`src/rtl/button_pulse_conditioner.sv`:
```
// Debounces two raw pushbuttons (NEXT, SELECT) into clean one-cycle pulses and debounced levels.
// Optional NEXT auto-repeat is compiled in when AUTOREPEAT_EN is defined.
module button_pulse_conditioner #(
    parameter int unsigned DEBOUNCE_CYCLES = 500000,
    parameter int unsigned CNT_W           = 20,
    parameter int unsigned BTN_ACTIVE_LOW  = 1
`ifdef AUTOREPEAT_EN
    ,
    parameter int unsigned REPEAT_DELAY    = 25000000,
    parameter int unsigned REPEAT_PERIOD   = 10000000
`endif
) (
    input  logic clk,
    input  logic reset,
    input  logic btn_next_raw,
    input  logic btn_sel_raw,
    output logic impulso,
    output logic select,
    output logic next_lvl,
    output logic sel_lvl
);

    // state        | meaning
    // RELEASED     | debounced level 0, waiting for a pressed sample
    // PRESS_PEND   | counting stable pressed samples
    // PRESSED      | debounced level 1, press pulse already issued
    // RELEASE_PEND | counting stable released samples
    typedef enum logic [1:0] {
        RELEASED     = 2'd0,
        PRESS_PEND   = 2'd1,
        PRESSED      = 2'd2,
        RELEASE_PEND = 2'd3
    } state_t;

    localparam logic             IDLE_PIN = (BTN_ACTIVE_LOW != 0);
    localparam logic [CNT_W-1:0] CNT_LAST = CNT_W'(DEBOUNCE_CYCLES - 1);

`ifdef AUTOREPEAT_EN
    localparam int unsigned      REP_MAX    = (REPEAT_DELAY > REPEAT_PERIOD) ? REPEAT_DELAY : REPEAT_PERIOD;
    localparam int               REP_W      = (REP_MAX > 1) ? $clog2(REP_MAX) : 1;
    localparam logic [REP_W-1:0] REP_DLY_M1 = REP_W'(REPEAT_DELAY - 1);
    localparam logic [REP_W-1:0] REP_PER_M1 = REP_W'(REPEAT_PERIOD - 1);
`endif

    // index 0 = NEXT, index 1 = SELECT
    logic [1:0] w_raw;
    logic [1:0] w_pulse_d;
    logic [1:0] w_lvl;
    logic       r_impulso;
    logic       r_select;

    assign w_raw = {btn_sel_raw, btn_next_raw};

    for (genvar b = 0; b < 2; b++) begin : g_btn
        state_t           r_state;
        state_t           w_state_nxt;
        logic             r_sync1;
        logic             r_sync2;
        logic             w_s;
        logic             r_lvl;
        logic             w_lvl_nxt;
        logic             w_press;
        logic             w_rep_hit;
        logic [CNT_W-1:0] r_cnt;
        logic [CNT_W-1:0] w_cnt_nxt;
        logic [CNT_W-1:0] w_cnt_inc;

        assign w_s       = r_sync2 ^ IDLE_PIN;
        assign w_cnt_inc = r_cnt + CNT_W'(1);

        always_ff @(posedge clk) begin
            if (reset) begin
                r_sync1 <= IDLE_PIN;
                r_sync2 <= IDLE_PIN;
            end else begin
                r_sync1 <= w_raw[b];
                r_sync2 <= r_sync1;
            end
        end

        always_ff @(posedge clk) begin
            if (reset) begin
                r_state <= RELEASED;
                r_cnt   <= '0;
                r_lvl   <= 1'b0;
            end else begin
                r_state <= w_state_nxt;
                r_cnt   <= w_cnt_nxt;
                r_lvl   <= w_lvl_nxt;
            end
        end

        // The exit test uses the incremented count so the pulse lands DEBOUNCE_CYCLES+2 after the pin edge.
        always_comb begin
            w_state_nxt = r_state;
            w_cnt_nxt   = r_cnt;
            w_lvl_nxt   = r_lvl;
            w_press     = 1'b0;
            case (r_state)
                RELEASED: begin
                    if (w_s) begin
                        w_state_nxt = PRESS_PEND;
                        w_cnt_nxt   = '0;
                    end
                end
                PRESS_PEND: begin
                    if (!w_s) begin
                        w_state_nxt = RELEASED;
                        w_cnt_nxt   = '0;
                    end else if (w_cnt_inc == CNT_LAST) begin
                        w_state_nxt = PRESSED;
                        w_cnt_nxt   = '0;
                        w_lvl_nxt   = 1'b1;
                        w_press     = 1'b1;
                    end else begin
                        w_cnt_nxt   = w_cnt_inc;
                    end
                end
                PRESSED: begin
                    if (!w_s) begin
                        w_state_nxt = RELEASE_PEND;
                        w_cnt_nxt   = '0;
                    end
                end
                RELEASE_PEND: begin
                    if (w_s) begin
                        w_state_nxt = PRESSED;
                        w_cnt_nxt   = '0;
                    end else if (w_cnt_inc == CNT_LAST) begin
                        w_state_nxt = RELEASED;
                        w_cnt_nxt   = '0;
                        w_lvl_nxt   = 1'b0;
                    end else begin
                        w_cnt_nxt   = w_cnt_inc;
                    end
                end
                default: begin
                    w_state_nxt = RELEASED;
                    w_cnt_nxt   = '0;
                    w_lvl_nxt   = 1'b0;
                end
            endcase
        end

`ifdef AUTOREPEAT_EN
        localparam bit REP_EN = (b == 0);
        logic [REP_W-1:0] r_rep_cnt;
        logic             r_rep_first;

        assign w_rep_hit = REP_EN && (r_state == PRESSED) && w_s &&
                           (r_rep_cnt == (r_rep_first ? REP_DLY_M1 : REP_PER_M1));

        // Counter only advances while held in PRESSED; RELEASE_PEND leaves it frozen.
        always_ff @(posedge clk) begin
            if (reset) begin
                r_rep_cnt   <= '0;
                r_rep_first <= 1'b1;
            end else if (REP_EN) begin
                if (r_state == RELEASED) begin
                    r_rep_cnt   <= '0;
                    r_rep_first <= 1'b1;
                end else if (w_rep_hit) begin
                    r_rep_cnt   <= '0;
                    r_rep_first <= 1'b0;
                end else if ((r_state == PRESSED) && w_s) begin
                    r_rep_cnt   <= r_rep_cnt + REP_W'(1);
                end
            end
        end
`else
        assign w_rep_hit = 1'b0;
`endif

        assign w_pulse_d[b] = w_press | w_rep_hit;
        assign w_lvl[b]     = r_lvl;
    end

    // SELECT wins when both pulses would fire in the same cycle.
    always_ff @(posedge clk) begin
        if (reset) begin
            r_impulso <= 1'b0;
            r_select  <= 1'b0;
        end else begin
            r_impulso <= w_pulse_d[0] & ~w_pulse_d[1];
            r_select  <= w_pulse_d[1];
        end
    end

    assign impulso  = r_impulso;
    assign select   = r_select;
    assign next_lvl = w_lvl[0];
    assign sel_lvl  = w_lvl[1];

endmodule

```
`config.mk`:
```
export PLATFORM = sky130hd
export DESIGN_NAME = button_pulse_conditioner
export DESIGN_NICKNAME = d
export VERILOG_FILES = /design/src/rtl/button_pulse_conditioner.sv
export SDC_FILE = /design/constraint.sdc
export NUM_CORES = 1
export LEC_CHECK = 0
export CAP_MARGIN = 5
export CORE_ASPECT_RATIO = 2
export CORE_UTILIZATION = 55
export DETAILED_ROUTE_END_ITERATION = 8
export GPL_TIMING_DRIVEN = 0
export PLACE_DENSITY = 0.72
export SYNTH_ARGS = -nofsm -noshare
export SYNTH_HDL_FRONTEND = slang
export SYNTH_SLANG_ARGS = --single-unit
```
`constraint.sdc`:
```
create_clock -name clk -period 4 [get_ports clk]
set_input_delay 1.2 -clock clk [delete_from_list [all_inputs] [get_ports clk]]
set_output_delay 1.2 -clock clk [all_outputs]
set_load 0.005 [all_outputs]
```
==> results of run 1 <==
-- power breakdown --
part	leakage, nW	switching (mW)	internal [mW]
logic	0.613	0.0227	0.0132
clock network	0.0645	0.184	0.221
registers	0.420	0.00298	0.522
total	1.10	0.209	0.756
-- cell usage in the layout, fill, tap and decap left out, drive strengths merged, types with 5 or more instances in the layout --
| master | n |
|---|---|
| a21oi | 20 |
| a22o | 5 |
| a31oi | 11 |
| buf | 12 |
| clkbuf | 21 |
| clkdlybuf4s50 | 6 |
| dfxtp | 52 |
| inv | 15 |
| mux2i | 7 |
| nand2 | 44 |
| nand3 | 33 |
| nand3b | 5 |
| nand4 | 11 |
| nor2 | 27 |
| nor2b | 5 |
| nor3 | 11 |
| nor4 | 10 |
| o21ai | 14 |
| o311ai | 7 |
| or2 | 5 |
| or3 | 6 |
| xnor2 | 17 |
-- cell families after synthesis --
| family | count (synthesis) | share of synthesized area |
|---|---|---|
| compound gates | 83 | 0.189 |
| fa+ha+maj | 4 | 0.0159 |
| flops | 52 | 0.331 |
| simple gates | 182 | 0.319 |
| mux | 9 | 0.0294 |
| xor+xnor | 21 | 0.0585 |
| buf+inv | 41 | 0.0581 |
-- state kept, by name, indices dropped and copies added, names as in the netlist, named ones only --
| register | count |
|---|---|
| g_btn.r_sync1 | 2 |
| g_btn.r_cnt | 40 |
| impulso | 1 |
| next_lvl | 1 |
| g_btn.r_state | 2 |
| select | 1 |
| sel_lvl | 1 |
| g_btn.r_sync2 | 2 |
-- per-layer routing --
metal	vias to the layer above	global-route usage
met2	53	0.572
li1	1458	-
met5	-	0
met1	1388	0.243
met3	32	0.0356
met4	0	0.218
-- worst paths after layout --
path,from,end,slack [ns]
hold reg to reg,g_btn[1].r_sync1$_SDFF_PP1_,g_btn[1].r_sync2$_SDFF_PP1_,0.42
setup / recovery,g_btn[1].r_cnt[1]$_SDFFE_PP0P_,impulso$_SDFF_PP0_,0.70
hold / removal,g_btn[1].r_sync1$_SDFF_PP1_,g_btn[1].r_sync2$_SDFF_PP1_,0.42
setup reg to reg,g_btn[1].r_cnt[1]$_SDFFE_PP0P_,impulso$_SDFF_PP0_,0.70
-- through the flow --
stage	worst slack, ns	cells
2_1_floorplan	1.29	392
3_3_place_gp	0.786	458
3_5_place_dp	0.737	458
4_1_cts	0.703	466
5_1_grt	0.459	466
6_report	0.698	466
-- layout make-up --
| class | instances | area, um^2 | area share |
|---|---|---|---|
| buffer | 26 | 126 | 0.0371 |
| clock buffer | 7 | 96.3 | 0.0283 |
| clock inverter | 1 | 30.0 | 0.00881 |
| inverter | 15 | 56.3 | 0.0165 |
| multi-input combinational | 299 | 1920 | 0.564 |
| sequential | 52 | 1040 | 0.306 |
| tap | 60 | 75.1 | 0.0220 |
| timing repair buffer | 6 | 60.1 | 0.0176 |
==> flow_metrics.env, run 1 <==
export IMPL_post_cts_buffers=0
export IMPL_fp_dieW_um=55.5
export IMPL_hold_viol=0
export IMPL_grt_start_max_net_pins=16
export IMPL_cp_max_fo=9
export IMPL_num_vias=2931
export IMPL_synth_avg_cell_area_um2=8.02
export IMPL_finalSetupTns_ns=0
export IMPL_skew_ns=0.00609
export IMPL_cp_end_kind="register"
export IMPL_postLayoutCoreUtil=0.623
export IMPL_port_buffers=6
export IMPL_synth_common_cells="dfxtp_1, nand2_1, nand3_1"
export IMPL_first_global_vias=2881
export IMPL_p_total_mw=0.965
export IMPL_highest_signal_layer="met4"
export IMPL_finalSetupViolCount=0
export IMPL_timing_final_crit_share=0.825
export IMPL_synth_top_cell_area_share=0.331
export IMPL_cts_root_buf="clkbuf_8"
export IMPL_die_h_um=109
export IMPL_synth_main_ff_cell="dfxtp_1"
export IMPL_worst_hold_slack_ns=0.421
export IMPL_gr_total_overflow=0
export IMPL_core_um2=5470
export IMPL_hold_path_class="reg -> reg"
export IMPL_fmax_mhz=303
export IMPL_crit_arrival_ns=3.51
export IMPL_critPathTopFamily="simple AND/OR/NAND/NOR gates"
export IMPL_grt_antenna_before_repair=0
export IMPL_syn_inst=392
export IMPL_synth_most_common_cell="dfxtp_1"
export IMPL_dpl_hpwl_um=6260
export IMPL_met2WireLength_um=4690
export IMPL_gp_congestion=0.977
export IMPL_synth_edff_count=0
export IMPL_route_detailed_drc=0
export IMPL_row_count=38
export IMPL_synth_area_top_cells="dfxtp_1, nand2_1, nand3_1, xnor2_1, nor2_1"
export IMPL_grtUsageTotal=0.284
export IMPL_cp_depth=7
export IMPL_synth_area_um2=3150
export IMPL_yosys_warnings=0
export IMPL_wl_met3_um=216
export IMPL_n_antenna_cell=0
export IMPL_status="completed"
export IMPL_cts_tree="built"
export IMPL_fillerInstances=513
export IMPL_nets=413
export IMPL_cp_start_kind="register"
export IMPL_path_buf_inv=0
export IMPL_crit_type="reg -> reg"
export IMPL_max_cap_viol_count=0
export IMPL_rsz0062_at_grt="false"
export IMPL_synth_cell_types=61
export IMPL_power_density_nw_per_um2=283
export IMPL_clk_pin_slew_worst_paths_ns=0.10
export IMPL_drtPass1Iterations=4
export IMPL_ys_ff_latch=52
export IMPL_synthesis_nets=400
export IMPL_slew_headroom=0.102
export IMPL_io_pins=8
export IMPL_area_growth_pct=8.31
export IMPL_final_area_um2=3410
export IMPL_drtAntennaViolNets=0
export IMPL_crit_chain="ha_1, nand4_2, or4_1, xnor2_1, nor4_2, nand3_1, o311a_1"
export IMPL_placedInstanceArea_um2=3280
export IMPL_worstMarginPinSlew_ns=1.34
export IMPL_finalMaxSlewViolations=0
export IMPL_post_cts_resize_count=0
export IMPL_initial_core_util=0.575
export IMPL_slowest_delay_ns=0.66
export IMPL_postCtsHoldBufs=0
export IMPL_fin_crit_ns=3.30
export IMPL_wl_met1_um=2820
export IMPL_via_per_inst=6.29
export IMPL_p_leak_nw=1.10
export IMPL_cts_sinks=52
export IMPL_cts_buffers=5
export IMPL_reg2reg_depth=7
export IMPL_hold_depth=1
export IMPL_yosys_area_top_type="dfxtp_1"
export IMPL_cp_required_ns=4.21
export IMPL_h_tree_depth=2
export IMPL_insertion_delay_ns=0.32
export IMPL_async_reset_ff_frac=0
export IMPL_yosysSeqAreaShare=0.331
export IMPL_crit_slowest_cell="or4_1"
export IMPL_clk_path_buf_depth=2
export IMPL_grt_pass1_wl_um=13200
export IMPL_wl_um=8170
export IMPL_drive_above_1_share=0.101
export IMPL_die_area_um2=6040
export IMPL_vdd_drop_max_v=0.000271
export IMPL_drt_iter0_markers=107
export IMPL_wl_per_cell_um=17.5
Note: power is estimated with default switching activity, not from simulation.
==> inputs of run 2 (changes only) <==
--- a/config.mk
+++ b/config.mk
@@ -10,7 +10,7 @@
 export CORE_UTILIZATION = 55
 export DETAILED_ROUTE_END_ITERATION = 8
 export GPL_TIMING_DRIVEN = 0
-export PLACE_DENSITY = 0.72
+export PLACE_DENSITY = 0.75
 export SYNTH_ARGS = -nofsm -noshare
 export SYNTH_HDL_FRONTEND = slang
 export SYNTH_SLANG_ARGS = --single-unit
==> constraint.sdc (replaced) <==
create_clock -name clk -period 3 [get_ports clk]
set_input_delay 0.9 -clock clk [delete_from_list [all_inputs] [get_ports clk]]
set_output_delay 0.9 -clock clk [all_outputs]
set_load 0.005 [all_outputs]
==> flow_metrics.env, run 2 (synthesized netlist as in run 1, its figures left out) <==
export IMPL_status="completed"
export IMPL_slew_headroom=0.376
export IMPL_die_h_um=109
export IMPL_via_per_inst=6.26
export IMPL_cts_sinks=52
export IMPL_p_leak_nw=1.18
export IMPL_insertion_delay_ns=0.32
export IMPL_worstMarginPinSlew_ns=0.928
export IMPL_cts_tree="built"
export IMPL_drt_iter0_markers=151
export IMPL_min_from="g_btn[0].r_sync1$_SDFF_PP1_"
export IMPL_gp_congestion=0.950
export IMPL_h_tree_depth=2
export IMPL_fmax_mhz=350
export IMPL_vdd_drop_max_v=0.000376
export IMPL_route_detailed_drc=0
export IMPL_port_buffers=6
export IMPL_core_um2=5470
export IMPL_slowest_delay_ns=0.48
export IMPL_grt_antenna_before_repair=0
export IMPL_finalSetupTns_ns=0
export IMPL_hold_depth=1
export IMPL_max_cap_viol_count=0
export IMPL_n_antenna_cell=0
export IMPL_num_vias=2956
export IMPL_reg2reg_depth=9
export IMPL_cp_start_kind="register"
export IMPL_cp_required_ns=3.20
export IMPL_finalMaxSlewViolations=0
export IMPL_initial_core_util=0.575
export IMPL_cp_max_fo=10
export IMPL_crit_chain="ha_2, and3_1, nand4_1, a2bb2oi_1, a2111oi_4, buf_4, a311o_1, buf_4, o311ai_0"
export IMPL_final_cells=472
export IMPL_skew_ns=0.00872
export IMPL_cts_buffers=5
export IMPL_hold_path_class="reg -> reg"
export IMPL_final_area_um2=3500
export IMPL_fp_dieW_um=55.5
export IMPL_io_pins=8
export IMPL_wl_um=8330
export IMPL_row_count=38
export IMPL_hold_end="g_btn[0].r_sync2$_SDFF_PP1_"
export IMPL_postLayoutCoreUtil=0.640
export IMPL_area_growth_pct=11.3
export IMPL_crit_arrival_ns=3.05
export IMPL_drtPass1Iterations=4
export IMPL_clk_pin_slew_worst_paths_ns=0.09
export IMPL_timing_final_crit_share=0.952
export IMPL_cpMostUsedCell="buf_4"
export IMPL_postCtsHoldBufs=0
export IMPL_drive_above_1_share=0.124
export IMPL_power_density_nw_per_um2=336
export IMPL_rsz0062_at_grt="false"
export IMPL_finalSetupViolCount=0
export IMPL_dpl_hpwl_um=6250
export IMPL_drtAntennaViolNets=0
export IMPL_crit_type="reg -> reg"
export IMPL_p_total_mw=1.17
export IMPL_first_global_vias=2796
export IMPL_largest_register_ffs=40
export IMPL_cp_end_kind="register"
export IMPL_r2r_start="g_btn[0].r_cnt[1]$_SDFFE_PP0P_"
export IMPL_grtUsageTotal=0.294
export IMPL_nets=419
export IMPL_regMostFlops="g_btn.r_cnt"
export IMPL_reg2reg_to="g_btn[0].r_cnt[13]$_SDFFE_PP0P_"
export IMPL_layout_common_cells="dfxtp_1, nand2_1, nand3_1"
export IMPL_grt_pass1_wl_um=13600
export IMPL_cts_root_buf="clkbuf_8"
export IMPL_clk_path_buf_depth=2
export IMPL_die_area_um2=6040
export IMPL_placedInstanceArea_um2=3280
export IMPL_hold_viol=0
export IMPL_wl_per_cell_um=17.7
export IMPL_rrSetupSlack_ns=0.15
export IMPL_gr_total_overflow=0
export IMPL_grt_start_max_net_pins=15
export IMPL_fin_crit_ns=2.85
export IMPL_layout_commonest_cell="dfxtp_1"
export IMPL_place_inst=458
export IMPL_crit_slowest_cell="dfxtp_1"
-- run 2: cell types whose count changed in the layout (fill, tap and decap cells not counted), moves of 2 or more --
cell	previous run	this run
nor4_2	6	2
buf_4	3	8
clkbuf_4	0	2
nor4_4	0	4
clkbuf_1	13	15
-- run 2: area by class of cell --
cell class              instances  area (um^2)
multi-input cells             299         2000
clock buffers                   8         90.1
inverters                      15         56.3
fillers                       491         1970
well taps                      60         75.1
flip-flops and latches         52         1040
plain buffers                  26          129
repair buffers                 12          105
-- run 2: worst max path at each step --
stage / from / endpoint / cells past startpoint
after detailed placement: g_btn[1].r_cnt[1]$_SDFFE_PP0P_ / impulso$_SDFF_PP0_ / 7
final: g_btn[0].r_cnt[1]$_SDFFE_PP0P_ / g_btn[0].r_cnt[13]$_SDFFE_PP0P_ / 9
after global placement: g_btn[1].r_cnt[1]$_SDFFE_PP0P_ / g_btn[1].r_cnt[3]$_SDFFE_PP0P_ / 8
after floorplan: g_btn[1].r_cnt[1]$_SDFFE_PP0P_ / impulso$_SDFF_PP0_ / 7
after CTS: g_btn[0].r_cnt[1]$_SDFFE_PP0P_ / g_btn[0].r_cnt[5]$_SDFFE_PP0P_ / 9
after global routing: g_btn[1].r_cnt[8]$_SDFFE_PP0P_ / g_btn[1].r_cnt[2]$_SDFFE_PP0P_ / 9
-- run 2: stage by stage --
stage	worst slack [ns]	hold slack, ns
2_1_floorplan	0.290	0.389
3_3_place_gp	-0.202	0.393
3_5_place_dp	-0.175	0.397
4_1_cts	0.00858	0.418
5_1_grt	0.0105	0.426
6_report	0.145	0.415
-- run 2: what timing repair did --
item	in CTS	in global routing
endpoints found under the setup margin	17	30
pin swaps	0	5
gates resized for setup	5	9
buffers inserted	0	5
-- run 2: where the power goes --
part           internal (mW)  switching, mW  total (mW)
clock                  0.189          0.236       0.425
combinational         0.0189         0.0317      0.0506
sequential             0.696        0.00364       0.699
-- run 2: per-layer routing --
metal	up-vias	GRT usage	wire [um]
li1	1472	-	-
met1	1380	0.261	2910
met2	77	0.601	4830
met3	27	0.0451	220
met4	0	0.171	377
met5	-	0	0
-- run 2: critical path: cells and delay by family (launching register included) --
family / cells / cell delay, ns
flops: 1 / 0.48
simple gates: 2 / 0.44
compound gates: 4 / 1.12
buf+inv: 2 / 0.37
fa+ha+maj: 1 / 0.32
==> inputs of run 3 (changes only) <==
--- a/config.mk
+++ b/config.mk
@@ -8,9 +8,11 @@
 export CAP_MARGIN = 5
 export CORE_ASPECT_RATIO = 2
 export CORE_UTILIZATION = 55
+export CTS_CLUSTER_DIAMETER = 150
 export DETAILED_ROUTE_END_ITERATION = 8
 export GPL_TIMING_DRIVEN = 0
 export PLACE_DENSITY = 0.75
+export SKIP_LAST_GASP = 1
 export SYNTH_ARGS = -nofsm -noshare
 export SYNTH_HDL_FRONTEND = slang
 export SYNTH_SLANG_ARGS = --single-unit
==> results of run 3 <==
No change in the layout: final DEF, timing and power equal those of run 2.
